### src/rtl/morse_pkg.sv
// Shared types and constants for the Morse letter decoder: widths, the A..H
// pattern table (MSB = first symbol bit) and the FSM state encoding.
package morse_pkg;

  localparam int PATTERN_W   = 12;
  localparam int LETTER_W    = 3;
  localparam int NUM_LETTERS = 8;
  localparam int COUNT_W     = 4;

  typedef enum logic [1:0] {
    IDLE,
    CAPTURE,
    MATCH
  } state_t;

  localparam logic [PATTERN_W-1:0] PAT_A = 12'b101110000000;
  localparam logic [PATTERN_W-1:0] PAT_B = 12'b111010101000;
  localparam logic [PATTERN_W-1:0] PAT_C = 12'b111010111010;
  localparam logic [PATTERN_W-1:0] PAT_D = 12'b111010100000;
  localparam logic [PATTERN_W-1:0] PAT_E = 12'b100000000000;
  localparam logic [PATTERN_W-1:0] PAT_F = 12'b101011101000;
  localparam logic [PATTERN_W-1:0] PAT_G = 12'b111011101000;
  localparam logic [PATTERN_W-1:0] PAT_H = 12'b101010100000;

  // Element i holds the pattern whose letter code is i.
  localparam logic [NUM_LETTERS-1:0][PATTERN_W-1:0] LETTER_PATTERNS =
    {PAT_H, PAT_G, PAT_F, PAT_E, PAT_D, PAT_C, PAT_B, PAT_A};

  typedef struct packed {
    logic                hit;
    logic [LETTER_W-1:0] code;
  } match_t;

  function automatic match_t lookup_letter(input logic [PATTERN_W-1:0] pattern);
    match_t m;
    m = '0;
    for (int i = 0; i < NUM_LETTERS; i++) begin
      if (pattern == LETTER_PATTERNS[i]) begin
        m.hit  = 1'b1;
        m.code = LETTER_W'(i);
      end
    end
    return m;
  endfunction

endpackage

### src/rtl/morse_timeout.sv
// Inter-bit timeout: reloads to CLOCK_FREQUENCY-1, counts down to zero and
// flags expiry while the count sits at zero.
module morse_timeout #(
  parameter int CLOCK_FREQUENCY = 100
) (
  input  logic i_clk,
  input  logic i_rst_n,
  input  logic i_load,
  input  logic i_dec,
  output logic o_expired
);

  localparam int CNT_W = (CLOCK_FREQUENCY > 1) ? $clog2(CLOCK_FREQUENCY) : 1;
  localparam logic [CNT_W-1:0] RELOAD = CNT_W'(CLOCK_FREQUENCY - 1);

  logic [CNT_W-1:0] r_count;

  // NOTE: sequential state uses non-blocking (<=) so every register samples
  // pre-edge values, independent of process ordering.
  always_ff @(posedge i_clk or negedge i_rst_n) begin
    if (!i_rst_n) begin
      r_count <= '0;
    end else if (i_load) begin
      r_count <= RELOAD;
    end else if (i_dec && (r_count != '0)) begin
      r_count <= r_count - 1'b1;
    end
  end

  assign o_expired = (r_count == '0);

endmodule

### src/rtl/morse_decoder.sv
// Serial Morse decoder for letters A..H with inter-bit timeout.
// Optional error tally enabled by defining MORSE_DECODER_ERRCNT_EN.
module morse_decoder
  import morse_pkg::*;
#(
  parameter int CLOCK_FREQUENCY = 100
) (
  input  logic                ClockIn,
  input  logic                Resetn,
  input  logic                DotDashIn,
  input  logic                NewBitIn,
  output logic [LETTER_W-1:0] Letter,
  output logic                Valid,
  output logic                Error,
  output logic                Busy,
  output logic [7:0]          ErrCount
);

  state_t               r_state, w_state_next;
  logic [PATTERN_W-1:0] r_shift, w_shift_next;
  logic [COUNT_W-1:0]   r_bit_count, w_bit_count_next;
  logic [LETTER_W-1:0]  r_letter, w_letter_next;
  logic                 r_valid, w_valid_next;
  logic                 r_error, w_error_next;
  logic                 w_to_load, w_to_dec, w_to_expired;
  match_t               w_match;

  assign w_match = lookup_letter(r_shift);

  morse_timeout #(
    .CLOCK_FREQUENCY(CLOCK_FREQUENCY)
  ) u_timeout (
    .i_clk    (ClockIn),
    .i_rst_n  (Resetn),
    .i_load   (w_to_load),
    .i_dec    (w_to_dec),
    .o_expired(w_to_expired)
  );

  always_ff @(posedge ClockIn or negedge Resetn) begin
    if (!Resetn) begin
      r_state     <= IDLE;
      r_shift     <= '0;
      r_bit_count <= '0;
      r_letter    <= '0;
      r_valid     <= 1'b0;
      r_error     <= 1'b0;
    end else begin
      r_state     <= w_state_next;
      r_shift     <= w_shift_next;
      r_bit_count <= w_bit_count_next;
      r_letter    <= w_letter_next;
      r_valid     <= w_valid_next;
      r_error     <= w_error_next;
    end
  end

  always_comb begin
    // NOTE: every output of this block gets a default first so no path
    // leaves a signal unassigned and infers a latch.
    w_state_next     = r_state;
    w_shift_next     = r_shift;
    w_bit_count_next = r_bit_count;
    w_letter_next    = r_letter;
    w_valid_next     = 1'b0;
    w_error_next     = 1'b0;
    w_to_load        = 1'b0;
    w_to_dec         = 1'b0;

    unique case (r_state)
      IDLE: begin
        if (NewBitIn && DotDashIn) begin
          w_shift_next     = PATTERN_W'(1);
          w_bit_count_next = COUNT_W'(1);
          w_to_load        = 1'b1;
          w_state_next     = CAPTURE;
        end
      end
      CAPTURE: begin
        // A strobe takes priority over a simultaneous expiry.
        if (NewBitIn) begin
          w_shift_next     = {r_shift[PATTERN_W-2:0], DotDashIn};
          w_bit_count_next = r_bit_count + 1'b1;
          w_to_load        = 1'b1;
          if (r_bit_count == COUNT_W'(PATTERN_W - 1)) begin
            w_state_next = MATCH;
          end
        end else if (w_to_expired) begin
          w_error_next     = 1'b1;
          w_shift_next     = '0;
          w_bit_count_next = '0;
          w_state_next     = IDLE;
        end else begin
          w_to_dec = 1'b1;
        end
      end
      MATCH: begin
        if (w_match.hit) begin
          w_letter_next = w_match.code;
          w_valid_next  = 1'b1;
        end else begin
          w_error_next = 1'b1;
        end
        w_shift_next     = '0;
        w_bit_count_next = '0;
        w_state_next     = IDLE;
      end
      default: begin
        w_state_next = IDLE;
      end
    endcase
  end

`ifdef MORSE_DECODER_ERRCNT_EN
  logic [7:0] r_err_count;

  always_ff @(posedge ClockIn or negedge Resetn) begin
    if (!Resetn) begin
      r_err_count <= '0;
    end else if (w_error_next && (r_err_count != 8'hFF)) begin
      r_err_count <= r_err_count + 8'd1;
    end
  end

  assign ErrCount = r_err_count;
`else
  assign ErrCount = '0;
`endif

  assign Letter = r_letter;
  assign Valid  = r_valid;
  assign Error  = r_error;
  assign Busy   = (r_state != IDLE);

endmodule

### config.mk
export PLATFORM = sky130hd
export DESIGN_NAME = morse_decoder
export DESIGN_NICKNAME = d
export VERILOG_FILES = /design/src/rtl/morse_pkg.sv /design/src/rtl/morse_timeout.sv /design/src/rtl/morse_decoder.sv
export SDC_FILE = /design/constraint.sdc
export NUM_CORES = 1
export LEC_CHECK = 0
export ABC_AREA = 1
export CAP_MARGIN = 0
export CORE_ASPECT_RATIO = 0.8
export CORE_MARGIN = 5
export CORE_UTILIZATION = 30
export CTS_CLUSTER_SIZE = 8
export DETAILED_ROUTE_END_ITERATION = 10
export DONT_BUFFER_PORTS = 1
export PLACE_DENSITY_LB_ADDON = 0.2
export SYNTH_ARGS = -nofsm -noshare
export SYNTH_HDL_FRONTEND = slang
export SYNTH_SLANG_ARGS = --single-unit
export TNS_END_PERCENT = 30
### constraint.sdc
create_clock -name ClockIn -period 2.7 [get_ports ClockIn]
set_clock_uncertainty 0.2 [all_clocks]
set_input_delay 0.27 -clock ClockIn [delete_from_list [all_inputs] [get_ports ClockIn]]
set_output_delay 0.27 -clock ClockIn [all_outputs]
set_load 0.01 [all_outputs]
# Yosys cells after proc, flatten, opt, wreduce, memory -nomap -nowiden
# Index checks and enable logic that the tools add are counted.
op_classes:
  muxes: 35
  n_bitwise: 0
  n_mul: 0
  div: 0
  reduce_logical: 11
  n_addsub: 2
  n_lt_le_gt_ge: 0
  n_eq_ne: 14
  shifts: 0
ops:
  columns: ["op", "count"]
  rows:
  - ["12-bit equality test (second input constant)", 8]
  - ["4-bit 2-to-1 mux", 11]
  - ["12-bit 2-to-1 mux", 3]
  - ["12-bit one-hot mux with 3 select lines", 1]
  - ["7-bit 2-to-1 mux", 2]
  - ["4-bit one-hot mux with 3 select lines", 1]
  - ["1-bit 2-to-1 mux", 10]
  - ["2-bit 2-to-1 mux", 4]
  - ["7-bit logical NOT", 1]
  - ["7-bit nonzero test", 1]
  - ["7-bit by 1-bit subtractor with 7-bit output (second input constant)", 1]
  - ["3-bit AND reduction", 2]
  - ["4-bit by 1-bit adder with 4-bit output (second input constant)", 1]
  - ["4-bit equality test (second input constant)", 1]
  - ["1-bit one-hot mux with 2 select lines", 2]
  - ["2-bit one-hot mux with 2 select lines", 1]
  - ["2-bit nonzero test", 2]
  - ["3-bit by 2-bit != test with 1-bit output (second input constant)", 1]
  - ["3-bit != test (second input constant)", 1]
  - ["3-bit nonzero test", 1]
  - ["2-bit by 1-bit equality test with 1-bit output (second input constant)", 1]
  - ["2-bit equality test (second input constant)", 1]
  - ["1-bit logical AND", 2]
  - ["2-bit logical NOT", 1]
  - ["other kinds (2)", 2]
word_totals:
  elab_cells: 69
  mem_bits_ro: 0
  in_bits: 4
  ff_bits: 30
  latchBits: 0
  ram_bits: 0
  mem_count: 0
  output_inout_bits: 14

# Longest topological paths before layout
# Gate-level depths: netlist (run 1).
logic_depth:
  depth_word: 11
  mapped_depth: 10
  depth_no_buf: 10

# Cells and area by module
# From an unflattened synthesis (run 1), not the netlist that was laid out.
unflattened:
  hier_cells: 222
  hier_area_um2: 1741.7
by_module_without_submodules:
  columns: ["mod", "seq_area_each_um2", "area_each_um2", "instances", "cells_per_inst"]
  rows:
  - ["morse_decoder", 575.6, 1286.2, 1, 161]
  - ["morse_timeout", 175.2, 455.4, 1, 61]

# Worst setup path before layout (run 1)
# OpenSTA, ideal clock, no wires.
synth_timing:
  path_kind: "reg2reg"
  startpoint: "reg r_state[1]"
  endpoint: "reg r_shift[11]"
  n_path_buf: 1
  period_less_slack_ns: 1.647
  slack_ns: 1.053
  required_time_ns: 2.424
  setup_time_ns: 0.076
  arrival_ns: 1.371
  stages_incl_launch_ff: 8
  cell_sequence: "dfrtp_1 -> inv_1 -> ha_1 -> nand2_1 -> nor2_1 -> buf_2 -> nand2_1 -> o21ai_1"
synth_between:
  elab_chain_len: 3
  word_cells_on_any_way: 8
  classes_between: "4 x eq/ne; 1 x mux; 3 x reduce/logical"
synth_rtl:
  columns: ["item", "line_no", "rtl"]
  rows:
  - ["from (decl)", "morse_decoder.sv:19", "state_t r_state, w_state_next;"]
  - ["from (signal assigned)", "morse_decoder.sv:49", "r_state <= w_state_next;"]
  - ["2-bit by 1-bit equality test with 1-bit output, or another cell as far along", "morse_decoder.sv:70", "unique case (r_state)"]
  - ["3-bit by 2-bit != test with 1-bit output (no source line), or another cell as far along", null, null]
  - ["3-bit AND reduction (no source line)", null, null]
  - ["to (signal assigned)", "morse_decoder.sv:50", "r_shift <= w_shift_next;"]
  - ["to (decl)", "morse_decoder.sv:20", "logic [PATTERN_W-1:0] r_shift, w_shift_next;"]
# Several ways; a longest one is shown, not always the timed one.
# A chain may end at the register's enable or synchronous reset.

# Worst setup path after layout (run 1)
layout_timing:
  startpoint: "reg r_state[1]"
  endpoint: "reg r_shift[0]"
# The elaborated chain is that of the path after synthesis.

==> results of run 1 <==
-- flip-flops by register name, indices dropped and copies added, names as in the netlist --
signal,flops
r_bit_count,4
r_shift,12
u_timeout.r_count,7
Valid,1
Letter,3
Error,1
r_state,2
-- path summary, 6_finish.rpt --
kind | startpoint | endpoint | depth (start not counted)
max | r_state[1] | r_shift[0] | 7
min | NewBitIn | r_bit_count[2] | 4
max reg2reg | r_state[1] | r_shift[0] | 7
min reg2reg | u_timeout.r_count[6] | u_timeout.r_count[6] | 2
max in group asynchronous | Resetn | r_shift[9] | 2
min in group asynchronous | Resetn | r_shift[0] | 2
-- Yosys cell counts, drive strengths merged --
library cell	n	share of area (%)
nand3	30	11
nor2	23	5.5
o21ai	27	8.4
o211ai	1	0.41
conb	1	0.20
nor3	2	0.54
nand3b	2	0.82
inv	29	5.9
nor3b	1	0.41
a21oi	3	0.82
or2	2	0.68
clkinv	1	0.27
ha	7	4.8
buf	12	5.0
nand4	3	1.0
xor2	2	0.95
nand2	58	13
dfrtp	30	41
-- metrics by stage --
| step | area, um2 | cells | utilization, % | setup WS (ns) |
|---|---|---|---|---|
| after global routing | 2010 | 321 | 33.8 | 0.473 |
| after detailed placement | 1880 | 311 | 31.7 | 0.711 |
| final | 2010 | 321 | 33.8 | 0.692 |
| after CTS | 2010 | 321 | 33.8 | 0.689 |
| after floorplan | 1870 | 241 | - | 1.05 |
| after global placement | 1880 | 311 | 31.7 | 0.755 |
-- placed cells by master (no fill, tap or decap), types with 2 or more instances in the layout --
cell type  instances
xor2_1             2
nor2_1            19
o21ai_0           12
o21ai_2            5
nand3b_1           2
nand2_2            2
nand4_1            3
inv_1             28
clkinv_2           2
conb_1             8
clkbuf_8           6
a21oi_1            3
or2_2              2
nand3_1           21
nand3_2            8
ha_1               7
nand2_1           55
nor3_1             2
o21ai_1           10
dfrtp_1           30
nor2_2             3
-- layout make-up --
cell class | count | area share, %
clock buffer | 6 | 4.11
clock inverter | 2 | 0.623
inverter | 30 | 5.67
multi-input combinational | 169 | 45.3
sequential | 30 | 37.4
tap | 81 | 5.05
timing repair buffer | 3 | 1.87
-- cells by family after synthesis --
family	after synthesis	share of synthesized area, %
other	1	0.204
XOR/XNOR	2	0.952
flip-flops	30	40.8
buffers and inverters	42	11.2
AO/OA/AOI/OAI	31	9.59
AND/OR/NAND/NOR	121	32.5
adder cells (fa/ha/maj)	7	4.76
-- worst max-delay path, cell delays in order (launching register included) --
cell and delay (ns):
dfrtp_1 0.42, inv_1 0.09, ha_1 0.30, nand3_4 0.17, nand2_4 0.16, clkinv_2 0.31
nand2_1 0.16, o21ai_1 0.08
-- metal layers --
layer  GRT usage, %  vias to the layer above  routed length (um)
met5              0                        -                   0
met4           3.73                        0                  37
met3           3.99                        4                 178
met2           14.6                       22                1440
met1           15.6                      613                2040
li1               -                      749                   -
-- timing repair --
action	4_1_cts	5_1_grt
hold buffers	2	0
gates resized for setup	0	0
endpoints found under the hold margin	30	0
-- power groups by stage --
stage	clock network, mW	registers [mW]	logic (mW)
3_5_place_dp	0	0.600	0.660
6_report	0.384	0.594	0.680
2_1_floorplan	0	0.582	0.599
3_3_place_gp	0	0.601	0.666
4_1_cts	0.399	0.591	0.680
5_1_grt	0.422	0.601	0.782
==> impl_metrics.yaml, run 1 <==
detailed_routing:
  remaining_drc_errors: 0
  vias_per_cell: 4.32
  dr.pass1.iters: 5
  routed_wl_um: 3700
  ant_nets: 0
  initialDrtViolationCount: 65
  vias: 1388
  wl_per_cell_um: 11.5
synthesis:
  synth_cell_type_count: 29
  synth.yosys.seq_area_share_pct: 40.8
  synthCells: 234
  ys_warn_count: 0
  netlist_area_mm2: 0.00184
  synth.avg_cell_area_um2: 7.87
  ys_ff_latch: 30
worst_setup_path:
  cp_max_fo: 21
  required_ns: 2.67
  r2r_setup_slack_ns: 0.69
  arrival_ns: 1.98
  crit_path_end_kind: "register"
  path_class: "register to register"
  worst_setup_path_start_kind: "register"
cells_and_area:
  regArea_um2: 751
  nets: 250
  nFillCells: 625
  multiInputGateArea_um2: 910
  syn2layout_area_growth_pct: 9.11
  drive_gt1_share_pct: 14.6
  diodes: 0
cts:
  path_clk_slew_ns: 0.07
  tritoncts: "yes"
  root_buffer: "clkbuf_8"
  htreeDepth: 2
  post_cts_buffers: 0
  cts_buffers: 5
  cts.path.max_buffers: 2
  clk-insertion-delay-late_ns: 0.29
  cts.sinks: 30
power_and_ir_drop:
  p_sw_share_pct: 44.1
  p_seq_share_pct: 35.8
  power_frac_comb_pct: 41.0
  p_sw_mw: 0.731
  powerDensity_mw_per_mm2: 825
  pwr-share-clk_pct: 23.2
  ir_drop_uv: 216
  internal-power_mw: 0.927
  p_leak_nw: 0.952
  p_total_mw: 1.66
global_route:
  overflow: 0
  grt_max_degree: 31
  grt.total_usage_pct: 10.8
  grt_pass1_wl_um: 6640
  grt_pass1_vias: 1358
  antenna_found_initial: 0
timing:
  hold_viol: 0
  min_period_ns: 2.01
  finalCritPeriodShare_pct: 74.4
  setup-tns-final_ns: 0
  setup_violations: 0
  holdWs_ns: 0.0423
  fmax_mhz: 498
  rsz0062_at_grt: "false"
  slew_viol_final: 0
die:
  start_util_pct: 31.0
  row_count: 25
  ios: 18
  fp.dieArea_mm2: 0.00781
  die_w_um: 97.6
  die_h_um: 80.1
  design.core.area_mm2: 0.00594
job:
  drv_cap: 0
status:
  outcome: "finished clean"
placement:
  io_buffers: 0
  dp_hpwl_um: 2810
  routabilityCongestion: 0.796
worst_hold_path:
  hold_class: "input pin to register"
Note: power is estimated with default switching activity, not from simulation.
==> run 2: changes to the inputs <==
==> constraint.sdc (replaced) <==
create_clock -name ClockIn -period 2 [get_ports ClockIn]
set_clock_uncertainty 0.2 [all_clocks]
set_input_delay 0.2 -clock ClockIn [delete_from_list [all_inputs] [get_ports ClockIn]]
set_output_delay 0.2 -clock ClockIn [all_outputs]
set_load 0.01 [all_outputs]
==> run 2 against run 1 <==
Combinational power grew 42%. Global-route usage shrank 0.32 points. Setup slack got worse by 0.48 ns. Hold slack worse by 0.036 ns. Final area is 0.12% higher. Critical path type unchanged. Critical endpoint is now u_timeout.r_count[0]. Largest cell class unchanged.
==> impl_metrics.yaml, run 2 (same netlist as run 1, synthesis figures left out) <==
cts:
  cts.sinks: 30
  htreeDepth: 2
  post_cts_buffers: 0
  clk-insertion-delay-late_ns: 0.28
  cts_buffers: 5
  root_buffer: "clkbuf_8"
  tritoncts: "yes"
  path_clk_slew_ns: 0.06
  cts.path.max_buffers: 2
detailed_routing:
  initialDrtViolationCount: 115
  vias: 1417
  remaining_drc_errors: 0
  vias_per_cell: 4.40
  dr.pass1.iters: 4
  wl_per_cell_um: 11.8
  ant_nets: 0
  routed_wl_um: 3790
worst_setup_path:
  path_class: "register to register"
  path_cells: "inv_1 > ha_2 > nand2_1 > o21ai_1 > inv_1 > nand2_1 > o21ai_0 > o21ai_0"
  r2r_setup_slack_ns: 0.21
  arrival_ns: 1.79
  reg2reg_from: "r_state[1]"
  reg2reg_depth: 8
  cp_max_fo: 6
  r2r_end: "u_timeout.r_count[0]"
  crit_path_end_kind: "register"
  critical-path-top-delay-family: "flip-flops"
  cp_num_buf_inv: 2
  worst_setup_path_start_kind: "register"
  crit_slowest_cell: "dfrtp_1"
  cpPeakStageDelay_ns: 0.42
  required_ns: 2.00
timing:
  hold_viol: 0
  finalWorstSetupSlack_ns: 0.213
  min_period_ns: 1.79
  rsz0062_at_grt: "false"
  setup-tns-final_ns: 0
  fmax_mhz: 560
  slew_viol_final: 0
  setup_violations: 0
  holdWs_ns: 0.00617
  finalCritPeriodShare_pct: 89.3
die:
  row_count: 25
  die_h_um: 80.1
  ios: 18
  die_w_um: 97.6
  design.core.area_mm2: 0.00594
  fp.dieArea_mm2: 0.00781
  start_util_pct: 31.0
power_and_ir_drop:
  ir_drop_uv: 290
  p_total_mw: 2.22
  p_leak_nw: 0.952
  powerDensity_mw_per_mm2: 1110
cells_and_area:
  top_register: "r_shift"
  nets: 252
  diodes: 0
  regArea_um2: 751
  syn2layout_area_growth_pct: 9.25
  nFillCells: 636
  stdcell_area_mm2: 0.00201
  largest_reg_flops: 12
  final_cells: 322
  final_common_cell: "nand2_1"
  drive_gt1_share_pct: 14.1
  reg_top3: "r_shift: 12 flops, u_timeout.r_count: 7 flops, r_bit_count: 4 flops"
  final_util_pct: 33.8
  multiInputGateArea_um2: 912
  layout_common_cells: "55 x nand2_1, 30 x dfrtp_1, 28 x inv_1, 21 x nand3_1, 19 x nor2_1"
worst_hold_path:
  hold_end: "r_state[1]"
  hold_depth: 2
  hold_start: "NewBitIn"
  hold_class: "input pin to register"
placement:
  io_buffers: 0
  routabilityCongestion: 0.797
  placedInstanceArea_mm2: 0.00189
  post-place-ws_ns: 0.102
  placed_cells: 312
  dp_hpwl_um: 2810
job:
  drv_cap: 0
global_route:
  grt_max_degree: 31
  grt_pass1_wl_um: 6500
  grt.total_usage_pct: 10.5
  overflow: 0
  antenna_found_initial: 0
  grt_pass1_vias: 1324
status:
  outcome: "finished clean"
[run 2: cell types whose count changed in the layout (fill, tap and decap cells not counted)]
| cell | previous run | this run |
|---|---|---|
| clkbuf_1 | 0 | 2 |
| o21ai_0 | 12 | 11 |
| ha_1 | 7 | 6 |
| clkbuf_8 | 6 | 5 |
| clkinv_2 | 2 | 0 |
| dlygate4sd3_1 | 1 | 2 |
| ha_2 | 0 | 1 |
| inv_4 | 0 | 1 |
| o21ai_1 | 10 | 11 |
| clkinvlp_4 | 1 | 0 |
| buf_4 | 1 | 2 |
[run 2: layout make-up]
type                       count  area share (%)
sequential                    30            37.3
inverter                      30            5.72
timing repair buffer           5            2.74
multi-input combinational    169            45.4
tap                           81            5.04
clock buffer                   7            3.80
[run 2: repair_timing]
item / 4_1_cts / 5_1_grt
endpoints found under the setup margin: 0 / 14
hold buffers: 3 / 0
endpoints found under the hold margin: 32 / 0
resized for setup: 0 / 3
[run 2: how the worst max path moves through the flow]
stage          slack, ns                    to  cells after the start  startpoint
4_1_cts             0.07            r_shift[1]                      7  r_state[1]
2_1_floorplan       0.35           r_shift[11]                      7  r_state[1]
3_5_place_dp        0.10            r_shift[1]                      7  r_state[1]
6_report            0.21  u_timeout.r_count[0]                      8  r_state[1]
3_3_place_gp        0.12  u_timeout.r_count[0]                      7  r_state[0]
5_1_grt            0.004  u_timeout.r_count[0]                      8  r_state[1]
[run 2: report_power, final]
| group | total [mW] | leakage [nW] | switching, mW | internal [mW] |
|---|---|---|---|---|
| clock | 0.459 | 0.0383 | 0.220 | 0.239 |
| sequential | 0.798 | 0.395 | 0.0848 | 0.714 |
| combinational | 0.965 | 0.518 | 0.677 | 0.288 |
[run 2: metal layers]
metal  up-vias  global-route usage (%)  routed length, um  share of wire, %
met5         -                       0                  0                 0
met4         0                    3.73                 57               1.5
met3         7                    3.56                191               5.0
met2        24                    14.5               1480                39
met1       639                    15.1               2060                54
li1        747                       -                  -                 -
[run 2: worst register-to-register path, delay by kind of cell, from the launching register on]
kind            cells  cell delay [ns]
fa+ha+maj           1             0.26
flops               1             0.42
compound gates      3             0.31
buf+inv             2             0.25
simple gates        2             0.28
